==> src/rtl/bcd_divider_seq.sv <==
// ============================================================================
// Module   : bcd_divider_seq
// Function : NDIG-digit BCD dividend / one BCD digit, restoring binary division
// Revision : 1.0  initial release
// ============================================================================
`default_nettype none

module bcd_divider_seq #(
  parameter int NDIG = 2
) (
  input  logic                clk,
  input  logic                rst_n,
  input  logic                start,
  input  logic [4*NDIG-1:0]   dividend_bcd,
  input  logic [3:0]          divisor_bcd,
  output logic [4*NDIG-1:0]   quotient_bcd,
  output logic [3:0]          remainder_bcd,
  output logic                busy,
  output logic                done,
  output logic                err
);

  localparam int BW = 3*NDIG + 1;
  localparam int CW = $clog2(BW);

  typedef enum logic [2:0] {
    IDLE = 3'd0,
    LOAD = 3'd1,
    DIV  = 3'd2,
    PACK = 3'd3,
    FIN  = 3'd4
  } state_t;

  state_t               state;
  logic [4*NDIG-1:0]    dvd_bcd;
  logic [3:0]           dvs;
  logic [BW-1:0]        dvd;
  logic [3:0]           pr;
  logic [CW-1:0]        cnt;

  logic [4:0]           pr_shift;
  logic                 take;

  function automatic logic digits_ok(input logic [4*NDIG-1:0] b);
    logic ok;
    ok = 1'b1;
    for (int k = 0; k < NDIG; k++)
      if (b[4*k +: 4] > 4'd9) ok = 1'b0;
    return ok;
  endfunction

  function automatic logic [BW-1:0] bcd_to_bin(input logic [4*NDIG-1:0] b);
    logic [BW-1:0] acc;
    acc = '0;
    for (int k = NDIG-1; k >= 0; k--)
      acc = BW'(acc * 10) + BW'(b[4*k +: 4]);
    return acc;
  endfunction

  // Double-dabble: quotient never exceeds the dividend, so NDIG digits suffice.
  function automatic logic [4*NDIG-1:0] bin_to_bcd(input logic [BW-1:0] b);
    logic [4*NDIG-1:0] r;
    r = '0;
    for (int i = BW-1; i >= 0; i--) begin
      for (int d = 0; d < NDIG; d++)
        if (r[4*d +: 4] >= 4'd5) r[4*d +: 4] = r[4*d +: 4] + 4'd3;
      r = {r[4*NDIG-2:0], b[i]};
    end
    return r;
  endfunction

  // Partial remainder stays below the divisor, so the shifted value fits in 5 bits.
  assign pr_shift = {pr, dvd[BW-1]};
  assign take     = (pr_shift >= {1'b0, dvs});

  always_ff @(posedge clk or negedge rst_n) begin
    if (!rst_n) begin
      state         <= IDLE;
      dvd_bcd       <= '0;
      dvs           <= '0;
      dvd           <= '0;
      pr            <= '0;
      cnt           <= '0;
      quotient_bcd  <= '0;
      remainder_bcd <= '0;
      busy          <= 1'b0;
      done          <= 1'b0;
      err           <= 1'b0;
    end else begin
      case (state)
        IDLE: begin
          done <= 1'b0;
          if (start) begin
            dvd_bcd <= dividend_bcd;
            dvs     <= divisor_bcd;
            err     <= 1'b0;
            busy    <= 1'b1;
            state   <= LOAD;
          end
        end
        LOAD: begin
          if (!digits_ok(dvd_bcd) || dvs > 4'd9 || dvs == 4'd0) begin
            err           <= 1'b1;
            quotient_bcd  <= '0;
            remainder_bcd <= '0;
            busy          <= 1'b0;
            done          <= 1'b1;
            state         <= FIN;
          end else begin
            dvd   <= bcd_to_bin(dvd_bcd);
            pr    <= '0;
            cnt   <= CW'(BW-1);
            state <= DIV;
          end
        end
        DIV: begin
          // Dividend register doubles as the quotient: MSB out, quotient bit in.
          dvd <= {dvd[BW-2:0], take};
          pr  <= take ? 4'(pr_shift - {1'b0, dvs}) : pr_shift[3:0];
          cnt <= cnt - 1'b1;
          if (cnt == '0) state <= PACK;
        end
        PACK: begin
          quotient_bcd  <= bin_to_bcd(dvd);
          remainder_bcd <= pr;
          busy          <= 1'b0;
          done          <= 1'b1;
          state         <= FIN;
        end
        FIN: begin
          done  <= 1'b0;
          state <= IDLE;
        end
        default: begin
          busy  <= 1'b0;
          done  <= 1'b0;
          state <= IDLE;
        end
      endcase
    end
  end

endmodule

`default_nettype wire

==> config.mk <==
export PLATFORM = sky130hd
export DESIGN_NAME = bcd_divider_seq
export DESIGN_NICKNAME = d
export VERILOG_FILES = /design/src/rtl/bcd_divider_seq.sv
export SDC_FILE = /design/constraint.sdc
export NUM_CORES = 1
export LEC_CHECK = 0
export CORE_MARGIN = 2
export CORE_UTILIZATION = 61
export DETAILED_ROUTE_END_ITERATION = 12
export GPL_TIMING_DRIVEN = 1
export PLACE_DENSITY = 0.95
export SYNTH_ARGS = -nofsm -noshare
export SYNTH_HDL_FRONTEND = slang
export SYNTH_SLANG_ARGS = --single-unit
==> constraint.sdc <==
create_clock -name clk -period 5.9 [get_ports clk]
set_clock_uncertainty 0.05 [all_clocks]
set_input_delay 1.475 -clock clk [delete_from_list [all_inputs] [get_ports clk]]
set_output_delay 1.475 -clock clk [all_outputs]
set_load 0.02 [all_outputs]
==> flow_summary.yaml <==
synth:
  yosys-top-cells-area: "dfrtp_1, ha_1, o21ai_0, nand2_1, mux2_2"
  yosysTopAreaCell: "dfrtp_1"
  ys_seq_area_share_pct: 40.9
  ys_ff_latch: 44
  yosys_warnings: 0
  synth.cells.most_frequent: "dfrtp_1, nand2_1, o21ai_0, inv_1, ha_1"
  synth_edf_count: 0
  avgSynthCellArea_sq_um: 9.68
  yosys_most_used_dff: "dfrtp_1"
  syn_inst: 278
  synthArstFlopShare_pct: 100
  synth_cell_type_count: 51
  synth_nets: 316
  synth_area_sq_um: 2690
  synth_top_area_share_pct: 40.9
  synth_most_common_cell: "dfrtp_1"
global_route:
  use_met3_pct: 5.05
  busiest_layer: "met2"
  overflow: 0
  grt_max_degree: 45
  grt_antenna_before_repair: 0
  grtUsageMet2_pct: 41.8
  grt_usage_pct: 24.4
  grt_pass1_wl_mm: 9.54
  use_met1_pct: 29.4
  first_global_vias: 2143
clock_network:
  cts_made_buffers: 5
  hold_buffers: 0
  cts_tree: "built"
  clk_latency_ps: 310
  cts_root_buf: "clkbuf_8"
  path_clk_slew_ps: 80
  post-cts-setup-buffers: 0
  post_cts_resized: 0
  htree_num_levels: 2
  cts_num_sinks: 44
  cts_buffer_depth: 2
floorplan:
  die_w_um: 70.4
  die_h_um: 70.4
  io_pins: 30
  coreArea_sq_um: 4290
  dieArea_sq_um: 4960
  start_util_pct: 62.6
  rows: 24
placed_design:
  place_hpwl_mm: 4.32
  io_buffers: 29
  gp_congestion: 0.868
worst_setup_path:
  crit_arrival_ps: 3760
  critPathLaunchType: "flip-flop"
  slowest_stage: "dfrtp_1"
  ff2ff_path_depth: 16
  r2r_start: "dvd[5]"
  crit_path_frequent_cell: "ha_1"
  end_kind: "flip-flop"
  r2r_end: "quotient_bcd[7]"
  cp_top_family: "compound AO/OA/AOI/OAI gates"
  reg2reg_slack_ps: 2290
  required_ps: 6050
  cp_num_cells: 16
  path_class: "reg -> reg"
  slowest_delay_ps: 500
  crit_fanout: 9
  cp.buffers_inverters: 2
  path_cells: "inv_1, ha_1, nor2_1, o21a_1, ha_1, nand2b_1, o211a_4, o221ai_2, ha_1, nand2b_1, nand2_1, mux2i_1, inv_1, ha_1, o21bai_1, a32o_1"
timing:
  drv_slew: 0
  fin_setup_tns_ps: 0
  rsz0062_at_grt: "false"
  finalSetupViolations: 0
  fin_crit_sh_pct: 61.2
  hold_viol_final: 0
  maxSlewHeadroom_pct: 37.5
  worst-slew-pin-transition_ps: 932
  post-route-min-period_ps: 3610
  fmax_ghz: 0.277
drt:
  ant_nets: 0
  vias: 2172
  drt_pass1_iterations: 4
  route.detailed.drc: 0
  avgRoutedWirePerCell_um: 15.5
  drt_iter0_drc: 100
  routed_wl_mm: 5.59
  post_drt_via_cell_ratio: 6.03
layout:
  area_growth_pct: 15.3
  diodes: 0
  nets: 345
  drive_gt1_share_pct: 9.42
hold_path:
  hold_path.startpoint: "quotient_bcd[4]"
  worstHoldEndpoint: "quotient_bcd[4]"
  min_path_type: "reg -> reg"
  min_path_cells: 2
job:
  maxCapViolCount: 0
run_status:
  outcome: "finished, final reports clean"
## metrics by stage
step | utilization, % | std cells | cell area [sq um] | setup WS, ps | hold WS [ps]
after global placement | 70.2 | 352 | 3010 | 2540 | 412
after floorplan | - | 278 | 2690 | 2680 | 411
after CTS | 72.2 | 360 | 3100 | 2310 | 438
after detailed placement | 70.2 | 352 | 3010 | 2360 | 420
after global routing | 72.2 | 360 | 3100 | 2000 | 465
final | 72.2 | 360 | 3100 | 2290 | 435
## layout make-up
| cell class | instances | area [sq um] |
|---|---|---|
| fillers | 317 | 1190 |
| well taps | 52 | 65.1 |
| inverters | 22 | 82.6 |
| clock inverters | 3 | 18.8 |
| flip-flops and latches | 44 | 1100 |
| clock buffers | 5 | 68.8 |
| multi-input cells | 204 | 1470 |
| repair buffers | 30 | 293 |
## kinds of logic (layout without fill, tap and decap cells)
family,after synthesis,in the layout,synth area share [%]
adder cells (fa/ha/maj),23,23,11.5
flip-flops,44,44,40.9
buffers and inverters,30,60,4.37
XOR/XNOR,6,6,1.95
AND/OR/NAND/NOR,82,82,15.4
multiplexers,14,14,5.58
AO/OA/AOI/OAI,79,79,20.2
## layout by cell type (no fill, tap or decap), types with 2 or more instances in the layout
cell and count:
dfrtp_1 44, nand2_1 28, clkdlybuf4s50_1 28, o21ai_0 23, inv_1 21, ha_1 20, nor2_1 15, o21ai_1 12
a21oi_1 11, nand3_1 10, mux2_2 8, mux2i_1 6, a22oi_1 6, nor2b_1 5, clkbuf_8 5, nand2b_1 4
and2_1 4, xnor2_1 4, a22o_1 4, o211ai_1 3, nand4_1 3, fa_1 3, nor3_2 2, a21o_1 2
or4_1 2, or3_1 2, nor3_1 2, xor2_1 2, o31ai_1 2, and3_1 2, clkinv_2 2
## tightest hold or removal path, stage by stage, from the launching register on
cell and delay (ps):
dfrtp_1 350, nand2_1 50, nand3_1 60
## worst max-delay path by stage
stage,startpoint,to
after CTS,dvd[5],quotient_bcd[7]
after global placement,dvd[5],quotient_bcd[7]
final,dvd[5],quotient_bcd[7]
after global routing,dvd[5],quotient_bcd[5]
after detailed placement,dvd[5],quotient_bcd[7]
after floorplan,dvd[5],quotient_bcd[7]
## flip-flops by register name, summed over array words and instances (netlist names)
name,count
quotient_bcd,8
cnt,3
err,1
busy,1
state,3
remainder_bcd,4
dvs,4
pr,4
done,1
dvd_bcd,8
dvd,7
## metal layers
metal  routed length (um)  part of all wire, %
met1                 2330                   42
met2                 2820                   51
met3                  280                  5.0
met4                  159                  2.8
met5                    0                    0
Power is left out: the tool's default activity adds up to more than one toggle a clock period on the data nets, which glitch-free logic cannot reach.
